<file path="src/rtl/kalman_pkg.sv">
// Shared definitions for the Kalman measurement path: FSM encoding, width helpers.
// Latency: none (declarations only).
// Backpressure: none (declarations only).
package kalman_pkg;

    // Width of the coordinates and measurements exchanged with the kalman block.
    localparam int KALMAN_DISP_WIDTH = 11;
    localparam int KALMAN_MEAS_W     = 2 * KALMAN_DISP_WIDTH;

    typedef enum logic [1:0] {
        ST_ACCUM   = 2'd0,
        ST_DIVIDE  = 2'd1,
        ST_PRESENT = 2'd2
    } meas_state_e;

    // A sum of up to 2^(2*dw) coordinates, each below 2^dw, fits in 3*dw bits.
    function automatic int acc_w(input int dw);
        return 3 * dw;
    endfunction

    function automatic int cnt_w(input int dw);
        return 2 * dw;
    endfunction

endpackage

</file>
<file path="src/rtl/kalman_meas_gen_if.sv">
// Pixel-in / measurement-out bundle between classifier, kalman_meas_gen and kalman.
// Latency: none (wiring only).
// Backpressure: measurement side uses valid/ready; pixel side has none.
interface kalman_meas_gen_if
    import kalman_pkg::*;
#(
    parameter int DISP_WIDTH = KALMAN_DISP_WIDTH
);
    logic                  pix_valid;
    logic [DISP_WIDTH-1:0] pix_x;
    logic [DISP_WIDTH-1:0] pix_y;
    logic                  pix_hit;
    logic                  frame_end;
    logic [DISP_WIDTH-1:0] z_x;
    logic [DISP_WIDTH-1:0] z_y;
    logic                  valid;
    logic                  ready;
    logic                  no_object;
    logic                  meas_drop;

    // Measurement generator view.
    modport master (
        input  pix_valid, pix_x, pix_y, pix_hit, frame_end, ready,
        output z_x, z_y, valid, no_object, meas_drop
    );

    // Environment view: classifier and kalman together.
    modport slave (
        output pix_valid, pix_x, pix_y, pix_hit, frame_end, ready,
        input  z_x, z_y, valid, no_object, meas_drop
    );
endinterface

</file>
<file path="src/rtl/centroid_div.sv">
// Restoring unsigned divider, one quotient bit per cycle, low QUO_W quotient bits out.
// Latency: o_done pulses DVD_W cycles after the i_start edge; i_start restarts at once.
// Backpressure: none; o_quo holds until the next i_start.
module centroid_div #(
    parameter int DVD_W = 33,
    parameter int DVS_W = 22,
    parameter int QUO_W = 11
) (
    input  logic             clk,
    input  logic             aresetn,
    input  logic             i_start,
    input  logic [DVD_W-1:0] i_dvd,
    input  logic [DVS_W-1:0] i_dvs,
    output logic             o_done,
    output logic [QUO_W-1:0] o_quo
);
    localparam int IT_W = $clog2(DVD_W + 1);

    logic [DVS_W-1:0] r_rem;
    logic [DVD_W-1:0] r_quo;     // dividend shifts out the top, quotient in the bottom
    logic [DVS_W-1:0] r_dvs;
    logic [IT_W-1:0]  r_iter;
    logic             r_done;

    // Remainder never reaches the divisor, so one extra bit covers the shift-in.
    logic [DVS_W:0] w_shift;
    logic [DVS_W:0] w_diff;

    assign w_shift = {r_rem, r_quo[DVD_W-1]};
    assign w_diff  = w_shift - {1'b0, r_dvs};
    assign o_done  = r_done;
    assign o_quo   = r_quo[QUO_W-1:0];

    // Load on start, then one trial subtraction per cycle until the counter empties.
    always_ff @(posedge clk) begin
        if (!aresetn) begin
            r_rem  <= '0;
            r_quo  <= '0;
            r_dvs  <= '0;
            r_iter <= '0;
            r_done <= 1'b0;
        end else begin
            r_done <= 1'b0;
            if (i_start) begin
                r_rem  <= '0;
                r_quo  <= i_dvd;
                r_dvs  <= i_dvs;
                r_iter <= IT_W'(DVD_W);
            end else if (r_iter != '0) begin
                r_iter <= r_iter - IT_W'(1);
                r_rem  <= w_diff[DVS_W] ? w_shift[DVS_W-1:0] : w_diff[DVS_W-1:0];
                r_quo  <= {r_quo[DVD_W-2:0], ~w_diff[DVS_W]};
                if (r_iter == IT_W'(1)) begin
                    r_done <= 1'b1;
                end
            end
        end
    end
endmodule

</file>
<file path="src/rtl/kalman_meas_gen.sv">
// Per-frame centroid of object pixels; KALMAN_MEAS_ROUND_EN selects round-half-up division.
// Latency: valid rises ACC_W+1 cycles after the closing frame_end (ACC_W+2 when rounding).
// Backpressure: valid holds until ready; frames closing while busy are dropped (meas_drop).
module kalman_meas_gen
    import kalman_pkg::*;
#(
    parameter int DISP_WIDTH = 11,
    parameter int MIN_PIXELS = 16,
    parameter int ACC_W      = acc_w(DISP_WIDTH),
    parameter int CNT_W      = cnt_w(DISP_WIDTH)
) (
    input logic               clk,
    input logic               aresetn,
    kalman_meas_gen_if.master bus
);
`ifdef KALMAN_MEAS_ROUND_EN
    localparam int DIV_W = ACC_W + 1;
`else
    localparam int DIV_W = ACC_W;
`endif

    meas_state_e r_state;
    meas_state_e w_state_nxt;

    logic [ACC_W-1:0]      r_sum_x, r_sum_y;
    logic [CNT_W-1:0]      r_cnt;
    logic [DISP_WIDTH-1:0] r_z_x, r_z_y;
    logic                  r_valid, r_no_obj, r_drop;

    logic                  w_hit, w_close;
    logic [ACC_W-1:0]      w_sum_x_fin, w_sum_y_fin;
    logic [CNT_W-1:0]      w_cnt_fin;
    logic [DIV_W-1:0]      w_dvd_x, w_dvd_y;
    logic                  w_start, w_no_obj, w_drop, w_latch;
    logic                  w_done_x, w_done_y, w_div_done;
    logic [DISP_WIDTH-1:0] w_quo_x, w_quo_y;

    assign w_hit   = bus.pix_valid & bus.pix_hit;
    assign w_close = bus.pix_valid & bus.frame_end;

    // Totals including this cycle's pixel, so the frame_end pixel joins its own frame.
    assign w_sum_x_fin = r_sum_x + (w_hit ? ACC_W'(bus.pix_x) : '0);
    assign w_sum_y_fin = r_sum_y + (w_hit ? ACC_W'(bus.pix_y) : '0);
    assign w_cnt_fin   = r_cnt + (w_hit ? CNT_W'(1) : '0);

`ifdef KALMAN_MEAS_ROUND_EN
    assign w_dvd_x = DIV_W'(w_sum_x_fin) + DIV_W'(w_cnt_fin >> 1);
    assign w_dvd_y = DIV_W'(w_sum_y_fin) + DIV_W'(w_cnt_fin >> 1);
`else
    assign w_dvd_x = w_sum_x_fin;
    assign w_dvd_y = w_sum_y_fin;
`endif

    // Accumulate every cycle regardless of state; any frame close restarts from zero.
    always_ff @(posedge clk) begin
        if (!aresetn || w_close) begin
            r_sum_x <= '0;
            r_sum_y <= '0;
            r_cnt   <= '0;
        end else begin
            r_sum_x <= w_sum_x_fin;
            r_sum_y <= w_sum_y_fin;
            r_cnt   <= w_cnt_fin;
        end
    end

    centroid_div #(.DVD_W(DIV_W), .DVS_W(CNT_W), .QUO_W(DISP_WIDTH)) u_div_x (
        .clk(clk), .aresetn(aresetn), .i_start(w_start),
        .i_dvd(w_dvd_x), .i_dvs(w_cnt_fin), .o_done(w_done_x), .o_quo(w_quo_x)
    );

    centroid_div #(.DVD_W(DIV_W), .DVS_W(CNT_W), .QUO_W(DISP_WIDTH)) u_div_y (
        .clk(clk), .aresetn(aresetn), .i_start(w_start),
        .i_dvd(w_dvd_y), .i_dvs(w_cnt_fin), .o_done(w_done_y), .o_quo(w_quo_y)
    );

    // Both dividers start together and take the same number of steps.
    assign w_div_done = w_done_x & w_done_y;

    // State register.
    always_ff @(posedge clk) begin
        if (!aresetn) begin
            r_state <= ST_ACCUM;
        end else begin
            r_state <= w_state_nxt;
        end
    end

    // Next state and per-cycle controls; closes outside ACCUM are always dropped.
    always_comb begin
        w_state_nxt = r_state;
        w_start     = 1'b0;
        w_no_obj    = 1'b0;
        w_drop      = 1'b0;
        w_latch     = 1'b0;
        case (r_state)
            ST_ACCUM: begin
                if (w_close) begin
                    if (w_cnt_fin >= CNT_W'(MIN_PIXELS)) begin
                        w_start     = 1'b1;
                        w_state_nxt = ST_DIVIDE;
                    end else begin
                        w_no_obj = 1'b1;
                    end
                end
            end
            ST_DIVIDE: begin
                w_drop = w_close;
                if (w_div_done) begin
                    w_latch     = 1'b1;
                    w_state_nxt = ST_PRESENT;
                end
            end
            ST_PRESENT: begin
                w_drop = w_close;
                if (r_valid && bus.ready) begin
                    w_state_nxt = ST_ACCUM;
                end
            end
            default: w_state_nxt = ST_ACCUM;
        endcase
    end

    // Registered outputs; valid follows the next state so ready never reaches it combinationally.
    always_ff @(posedge clk) begin
        if (!aresetn) begin
            r_valid  <= 1'b0;
            r_no_obj <= 1'b0;
            r_drop   <= 1'b0;
            r_z_x    <= '0;
            r_z_y    <= '0;
        end else begin
            r_valid  <= (w_state_nxt == ST_PRESENT);
            r_no_obj <= w_no_obj;
            r_drop   <= w_drop;
            if (w_latch) begin
                r_z_x <= w_quo_x;
                r_z_y <= w_quo_y;
            end
        end
    end

    assign bus.valid     = r_valid;
    assign bus.no_object = r_no_obj;
    assign bus.meas_drop = r_drop;
    assign bus.z_x       = r_z_x;
    assign bus.z_y       = r_z_y;
endmodule

</file>
<file path="src/flat_wrapper.sv">
// flat-port wrapper written by rule: the top's interface ports become plain ports
module kalman_meas_gen_flat import kalman_pkg::*;
#(
    parameter int DISP_WIDTH = 11,
    parameter int MIN_PIXELS = 16,
    parameter int ACC_W      = acc_w(DISP_WIDTH),
    parameter int CNT_W      = cnt_w(DISP_WIDTH)
)
  (clk, aresetn, bus_pix_valid, bus_pix_x, bus_pix_y, bus_pix_hit, bus_frame_end, bus_ready, bus_z_x, bus_z_y, bus_valid, bus_no_object, bus_meas_drop);
  kalman_meas_gen_if #(.DISP_WIDTH(DISP_WIDTH)) bus_i ();
  input logic clk;
  input logic aresetn;
  input wire logic [$bits(bus_i.pix_valid)-1:0] bus_pix_valid;
  input wire logic [$bits(bus_i.pix_x)-1:0] bus_pix_x;
  input wire logic [$bits(bus_i.pix_y)-1:0] bus_pix_y;
  input wire logic [$bits(bus_i.pix_hit)-1:0] bus_pix_hit;
  input wire logic [$bits(bus_i.frame_end)-1:0] bus_frame_end;
  input wire logic [$bits(bus_i.ready)-1:0] bus_ready;
  output wire logic [$bits(bus_i.z_x)-1:0] bus_z_x;
  output wire logic [$bits(bus_i.z_y)-1:0] bus_z_y;
  output wire logic [$bits(bus_i.valid)-1:0] bus_valid;
  output wire logic [$bits(bus_i.no_object)-1:0] bus_no_object;
  output wire logic [$bits(bus_i.meas_drop)-1:0] bus_meas_drop;
  assign bus_i.pix_valid = bus_pix_valid;
  assign bus_i.pix_x = bus_pix_x;
  assign bus_i.pix_y = bus_pix_y;
  assign bus_i.pix_hit = bus_pix_hit;
  assign bus_i.frame_end = bus_frame_end;
  assign bus_i.ready = bus_ready;
  assign bus_z_x = bus_i.z_x;
  assign bus_z_y = bus_i.z_y;
  assign bus_valid = bus_i.valid;
  assign bus_no_object = bus_i.no_object;
  assign bus_meas_drop = bus_i.meas_drop;
  kalman_meas_gen #(.DISP_WIDTH(DISP_WIDTH), .MIN_PIXELS(MIN_PIXELS), .ACC_W(ACC_W), .CNT_W(CNT_W)) u_core (.clk(clk), .aresetn(aresetn), .bus(bus_i));
endmodule
</file>
<file path="config.mk">
export PLATFORM = sky130hd
export DESIGN_NAME = kalman_meas_gen_flat
export DESIGN_NICKNAME = d
export VERILOG_FILES = /design/src/rtl/kalman_pkg.sv /design/src/rtl/kalman_meas_gen_if.sv /design/src/rtl/centroid_div.sv /design/src/rtl/kalman_meas_gen.sv /design/src/flat_wrapper.sv
export SDC_FILE = /design/constraint.sdc
export NUM_CORES = 1
export LEC_CHECK = 0
export CORE_MARGIN = 4
export CORE_UTILIZATION = 35
export CTS_CLUSTER_DIAMETER = 150
export DETAILED_ROUTE_END_ITERATION = 10
export PLACE_DENSITY = 0.51
export SLEW_MARGIN = 0
export SYNTH_ARGS = -nofsm -noshare
export SYNTH_HDL_FRONTEND = slang
export SYNTH_HIERARCHICAL = 1
export SYNTH_SLANG_ARGS = --single-unit
</file>
<file path="constraint.sdc">
create_clock -name clk -period 3.74 [get_ports clk]
set_input_delay 0.561 -clock clk [delete_from_list [all_inputs] [get_ports clk]]
set_output_delay 0.561 -clock clk [all_outputs]
set_load 0.01 [all_outputs]
</file>
Word level (Yosys, flattened, before mapping) --
Cells that the tools add are included. Widths: inputs -> output; s select.
Storage, ports and cells: logic and storage cells 81, output and inout port bits 25, bits of input ports 28, register bits 261
Operators by class: equality and inequality tests 5, mux-type cells 26, $add $sub $neg 7, reductions and logical operators 14, bitwise operators 8, magnitude comparators 1
Operators by type and width (number):
- $mux 33 | 4
- $add 33x33->33 | 2
- $sub 23x22->23 | 2
- $mux 22 | 2
- $mux 6 | 4
- $add 22x22->22 | 1
- $ge 22x5->1 const B | 1
- $mux 11 | 2
- $eq 6x1->1 const B | 2
- $reduce_bool 6->1 | 2
- $sub 6x1->6 const B | 2
- $mux 1 | 9
- $mux 2 | 4
- $pmux 2 s3 | 1
- $reduce_or 3->1 | 2
- $not 1->1 | 5
- $eq 2x2->1 const B | 2
- $reduce_bool 2->1 | 2
- $reduce_or 2->1 | 2
- $and 1x1->1 | 3
- $reduce_and 3->1 | 1
- $eq 2x1->1 const B | 1
- $logic_not 2->1 | 1
- $reduce_and 2->1 | 1
- 3 further kinds | 3

Logic depth before layout (Yosys ltp) --
depth in word-level cells 8, gate-level depth with buffers 15, mapped depth without buffers 14

By module --
The synthesis kept the hierarchy.
By module, submodules not included:
- kalman_meas_gen | area each 6224.7 sq um, sequential area each 2302.2 sq um, times used 1, cells an instance 711
- centroid_div (u_core.u_div_y) | area each 5067.4 sq um, sequential area each 1681.6 sq um, times used 1, cells an instance 623
- centroid_div (u_core.u_div_x) | area each 4999.8 sq um, sequential area each 1681.6 sq um, times used 1, cells an instance 622

Least setup slack after synthesis --
OpenSTA, ideal clock, no wires.
kind in2reg, start point input port bus_pix_valid, end point register u_core.u_div_x.r_rem[5], library setup time 62 ps, path slack 119 ps, required time 3678 ps, path buffers 1, arrival 3559 ps, stages on the path 15, cells stage by stage and2_1 -> ha_1 -> ha_1 -> nand4_1 -> nor4_1 -> nand2_1 -> xor2_1 -> o2111ai_1 -> o31ai_1 -> inv_1 -> clkbuf_1 -> nor2b_1 -> nand2_1 -> or3_1 -> nand3_1
Between the ends: cells in the longest elaborated chain, start to end 8, elaborated cells on any way between the ends 9, those cells by class 1 x add/sub; 1 x order compare; 4 x mux; 2 x bitwise; 1 x reduce/logical
RTL lines:
- start, declared | RTL line flat_wrapper.sv:13 | input wire logic [$bits(bus_i.pix_valid)-1:0] bus_pix_valid;
- $and 1x1->1 | RTL line kalman_meas_gen.sv:38 | assign w_hit = bus.pix_valid & bus.pix_hit;
- $mux 1 | RTL line kalman_meas_gen.sv:44 | assign w_cnt_fin = r_cnt + (w_hit ? CNT_W'(1) : '0);
- $add 22x22->22 | RTL line kalman_meas_gen.sv:44
- $ge 22x5->1 | RTL line kalman_meas_gen.sv:99 | if (w_cnt_fin >= CNT_W'(MIN_PIXELS)) begin
- $mux 1 | RTL line kalman_meas_gen.sv:99
- $mux 1 * | RTL line kalman_meas_gen.sv:98 | if (w_close) begin
- $mux 1 * | RTL line kalman_meas_gen.sv:96 | case (r_state)
- via u_core.w_start | RTL line kalman_meas_gen.sv:34 | logic w_start, w_no_obj, w_drop, w_latch;
- $reduce_or 2->1 (no source line) *
- end signal, assigned | RTL line centroid_div.sv:51 | r_rem <= w_diff[DVS_W] ? w_shift[DVS_W-1:0] : w_diff[DVS_W-1:0];
- end, declared | RTL line centroid_div.sv:19 | logic [DVS_W-1:0] r_rem;
Mark *: on every way through the listed nets, which the timed path passes. The rest lies on a longest branch. A chain may end at the register's enable or synchronous reset.

Worst setup path after layout --
start point input port bus_pix_hit, end point register u_core.u_div_y.r_rem[2]
Between the ends: cells in the longest elaborated chain, start to end 8
RTL lines:
- start, declared | RTL line flat_wrapper.sv:16 | input wire logic [$bits(bus_i.pix_hit)-1:0] bus_pix_hit;
- $and 1x1->1 | RTL line kalman_meas_gen.sv:38
- $mux 1 | RTL line kalman_meas_gen.sv:44
- $add 22x22->22 | RTL line kalman_meas_gen.sv:44
- via u_core.w_cnt_fin[14] | RTL line kalman_meas_gen.sv:32 | logic [CNT_W-1:0] w_cnt_fin;
- $ge 22x5->1 | RTL line kalman_meas_gen.sv:99
- $mux 1 | RTL line kalman_meas_gen.sv:99
- $mux 1 | RTL line kalman_meas_gen.sv:98
- $mux 1 | RTL line kalman_meas_gen.sv:96
- via u_core.w_start | RTL line kalman_meas_gen.sv:34
- $reduce_or 2->1 (no source line)
- end signal, assigned | RTL line centroid_div.sv:51
- end, declared | RTL line centroid_div.sv:19
The timed path passes the listed nets, and every way through them passes these cells.

==> flow_metrics.env <==
export IMPL_n_antenna_cell=0
export IMPL_ff2ff_path_depth=13
export IMPL_pwr_share_seq_pct=28.5
export IMPL_total_power_mw=12.2
export IMPL_final_common_cell="dfxtp_1"
export IMPL_fin_util_pct=41.3
export IMPL_yosysWarnings=6
export IMPL_slew_headroom_pct=33.0
export IMPL_fin_area_um2=18800
export IMPL_synthMuxAreaShare_pct=4.68
export IMPL_synth_seq_area_share_pct=34.8
export IMPL_whs_ns=0.450
export IMPL_powerDensity_nw_per_um2=650
export IMPL_max_slew_worst_pin_slew_ns=1.00
export IMPL_synth_edf_count=0
export IMPL_syn_area_per_cell_um2=8.33
export IMPL_avgRoutedWirePerCell_um=15.3
export IMPL_crit_fanout=6
export IMPL_htree_num_levels=2
export IMPL_syn_nets=2066
export IMPL_min_period_ns=3.57
export IMPL_grt_max_degree=82
export IMPL_start_util_pct=35.7
export IMPL_placedInstanceArea_um2=17500
export IMPL_setup_violations=0
export IMPL_clk_latency_ns=0.54
export IMPL_cap_violations=0
export IMPL_syn_inst=1956
export IMPL_dp_hpwl_mm=27.5
export IMPL_pwr_share_clk_pct=29.6
export IMPL_io_buffers=52
export IMPL_gp_congestion=0.813
export IMPL_synth_cell_type_count=89
export IMPL_p_sw_mw=4.65
export IMPL_area_delta_synth_final_pct=15.7
export IMPL_cts_root_buf="clkbuf_16"
export IMPL_start_kind="input port"
export IMPL_clock_fmax_mhz=280
export IMPL_drc_errors=0
export IMPL_crit_start="bus_pix_hit"
export IMPL_synth_seq_cells=283
export IMPL_row_count=78
export IMPL_cts_hold_buf=0
export IMPL_firstDrtPassIters=5
export IMPL_synth_fa_ha_area_share_pct=6.48
export IMPL_synth_compound_area_share_pct=16.8
export IMPL_cts_sinks=283
export IMPL_intPower_mw=7.59
export IMPL_grt_pass1_vias=12837
export IMPL_timing_rr_end="u_core/u_div_y/r_rem[14]"
export IMPL_netlist_area_um2=16300
export IMPL_arrival_ns=4.05
export IMPL_critical_path_class="input port to register"
export IMPL_fin_skew_ns=0.0334
export IMPL_crit_top_cell="buf_4"
export IMPL_grt_pass1_wl_mm=66.4
export IMPL_grt_overflow_total=0
export IMPL_die_w_um=224
export IMPL_vias=13288
export IMPL_nFillCells=4606
export IMPL_min_period_over_period_pct=95.5
export IMPL_ios=53
export IMPL_nNetsFinal=2105
export IMPL_slowest_stage="or4_1"
export IMPL_path_clk_slew_ns=0.06
export IMPL_layout_common_cells="dfxtp_1, nand2_1, a21oi_1, nor2b_1, inv_1"
export IMPL_peakVddDrop_mv=0.430
export IMPL_cts_tree="built"
export IMPL_synth_top_family_by_area="simple AND/OR/NAND/NOR gates"
export IMPL_cpPeakStageDelay_ns=0.49
export IMPL_viasPerCell=5.07
export IMPL_end_kind="register"
export IMPL_die_area_um2=50100
export IMPL_rsz0062_at_grt="yes"
export IMPL_pre_cts_ws_ns=-0.486
export IMPL_numCtsBuffers=36
export IMPL_drtAntennaViolNets=0
export IMPL_drive_above_1_share_pct=9.35
export IMPL_drv_slew=0
export IMPL_worstPathCellList="clkdlybuf4s50_1 > and2_2 > ha_2 > ha_2 > nand4_1 > buf_4 > nor4_4 > xor2_2 > a211oi_2 > o2111ai_1 > o31ai_1 > buf_4 > inv_6 > buf_4 > nand2b_1 > or4_1 > nand3_1"
export IMPL_coreArea_um2=45700
export IMPL_synth_simple_area_share_pct=24.6
export IMPL_drt_iter0_drc=771
export IMPL_dieHeight_um=224
export IMPL_status="complete, no violations"
export IMPL_crit_required_ns=4.22
export IMPL_regToRegSetupSlack_ns=0.35
export IMPL_hold_class="register to register"
export IMPL_p_comb_share_pct=41.9
export IMPL_synth_xor_area_share_pct=6.88
export IMPL_grt_util_all_layers_pct=15.7
export IMPL_antenna_found_initial=0
export IMPL_synthArstFlopShare_pct=0
export IMPL_setup_ws_ns=0.169
export IMPL_crit_end="u_core/u_div_y/r_rem[2]"
export IMPL_ys_flop_type="dfxtp_1"
export IMPL_leakage_nw=7.35
export IMPL_hold_viol=0
export IMPL_wl_mm=40.0
export IMPL_clk_path_buf_depth=3
export IMPL_p_sw_share_pct=38.0
export IMPL_crit_reg2reg_launch="u_core/u_div_y/r_quo[32]"
through the flow:
stage          setup TNS (ns)  cells
3_3_place_gp           -50.10   2554
3_5_place_dp           -52.43   2554
6_report                    0   2621
4_1_cts                     0   2618
5_1_grt                -0.245   2621
2_1_floorplan               0   1956
final cells by class:
type	instances	area, um2	share of cell area [%]
clock buffer	44	1000	5.31
clock inverter	20	245	1.30
inverter	87	344	1.83
multi-input combinational	1463	9730	51.6
sequential	283	5670	30.1
tap	600	751	3.98
timing repair buffer	124	1110	5.87
power by group through the flow:
stage                     logic [mW]  clock network (mW)  registers, mW
after floorplan                 4.11                   0           3.49
after global placement          5.05                   0           3.54
after detailed placement        5.09                   0           3.55
after CTS                       5.13                3.74           3.48
after global routing            5.72                3.85           3.52
final                           5.13                3.63           3.48
worst min-delay path by stage:
stage                                         from                     to  depth (start not counted)
after CTS                 u_core/u_div_x/r_iter[5]  u_core/u_div_x/o_done                          1
after global placement           u_core/bus.z_y[1]      u_core/bus.z_y[1]                          2
after global routing             u_core/bus.z_y[3]      u_core/bus.z_y[3]                          2
after detailed placement         u_core/bus.z_y[6]      u_core/bus.z_y[6]                          2
after floorplan           u_core/u_div_x/r_iter[5]  u_core/u_div_x/o_done                          1
final                     u_core/u_div_x/r_iter[5]  u_core/u_div_x/o_done                          1
critical path: cells and delay by family:
kind	cells	cell delay [ns]
xor gates and xnor gates	1	0.13
buffers and inverters	5	1.02
AOI/OAI and AO/OA	3	0.62
adders and majority gates	2	0.40
and+or+nand+nor	6	1.32
kinds of logic after synthesis:
logic type,count (synthesis)
and+or+nand+nor,763
muxes,76
DFF,283
xor gates and xnor gates,128
buffers and inverters,210
adders and majority gates,82
AOI/OAI and AO/OA,414
metal layers:
metal / vias to the layer above / part of all wire [%] / GRT usage, %
li1: 6816 / - / -
met1: 6199 / 51 / 22.8
met2: 223 / 43 / 24.4
met3: 50 / 4.0 / 2.40
met4: 0 / 2.0 / 4.37
met5: - / 0 / 0
Yosys cell counts, drive strengths merged (16+ instances only):
cell | n | share of area (%)
dfxtp | 283 | 35
nand4 | 32 | 1.4
inv | 87 | 2.1
nand3 | 55 | 1.7
o21ai | 52 | 1.7
nor3 | 26 | 0.80
nand2 | 243 | 5.6
nor2b | 113 | 4.3
buf | 46 | 1.9
and3 | 51 | 2.0
nor2 | 85 | 2.0
o21a | 20 | 0.92
a21o | 25 | 1.2
a211oi | 43 | 2.1
mux2i | 75 | 4.6
xor2 | 52 | 2.8
nand2b | 16 | 0.61
a21oi | 173 | 5.3
clkbuf | 75 | 1.7
xnor2 | 76 | 4.1
ha | 78 | 6.0
a21boi | 29 | 1.3
and2 | 85 | 3.3
state kept, by name (all words and copies together), names as in the netlist:
signal,count
u_core/u_div_x/r_dvs,22
u_core/r_cnt,22
u_core/bus.meas_drop,1
u_core/r_state,2
u_core/u_div_y/r_rem,22
u_core/bus.z_y,11
u_core/u_div_y/r_dvs,22
u_core/bus.valid,1
u_core/r_sum_y,33
u_core/u_div_x/r_iter,6
u_core/u_div_y/o_done,1
u_core/u_div_y/r_iter,6
u_core/u_div_y/r_quo,33
u_core/u_div_x/o_done,1
u_core/bus.z_x,11
u_core/r_sum_x,33
u_core/u_div_x/r_rem,22
u_core/bus.no_object,1
u_core/u_div_x/r_quo,33
what timing repair did:
item,in CTS,in global routing
gates resized for setup,0,18
setup buffers,0,3
endpoints found under the setup margin,0,144
Note: power is estimated with default switching activity, not from simulation.
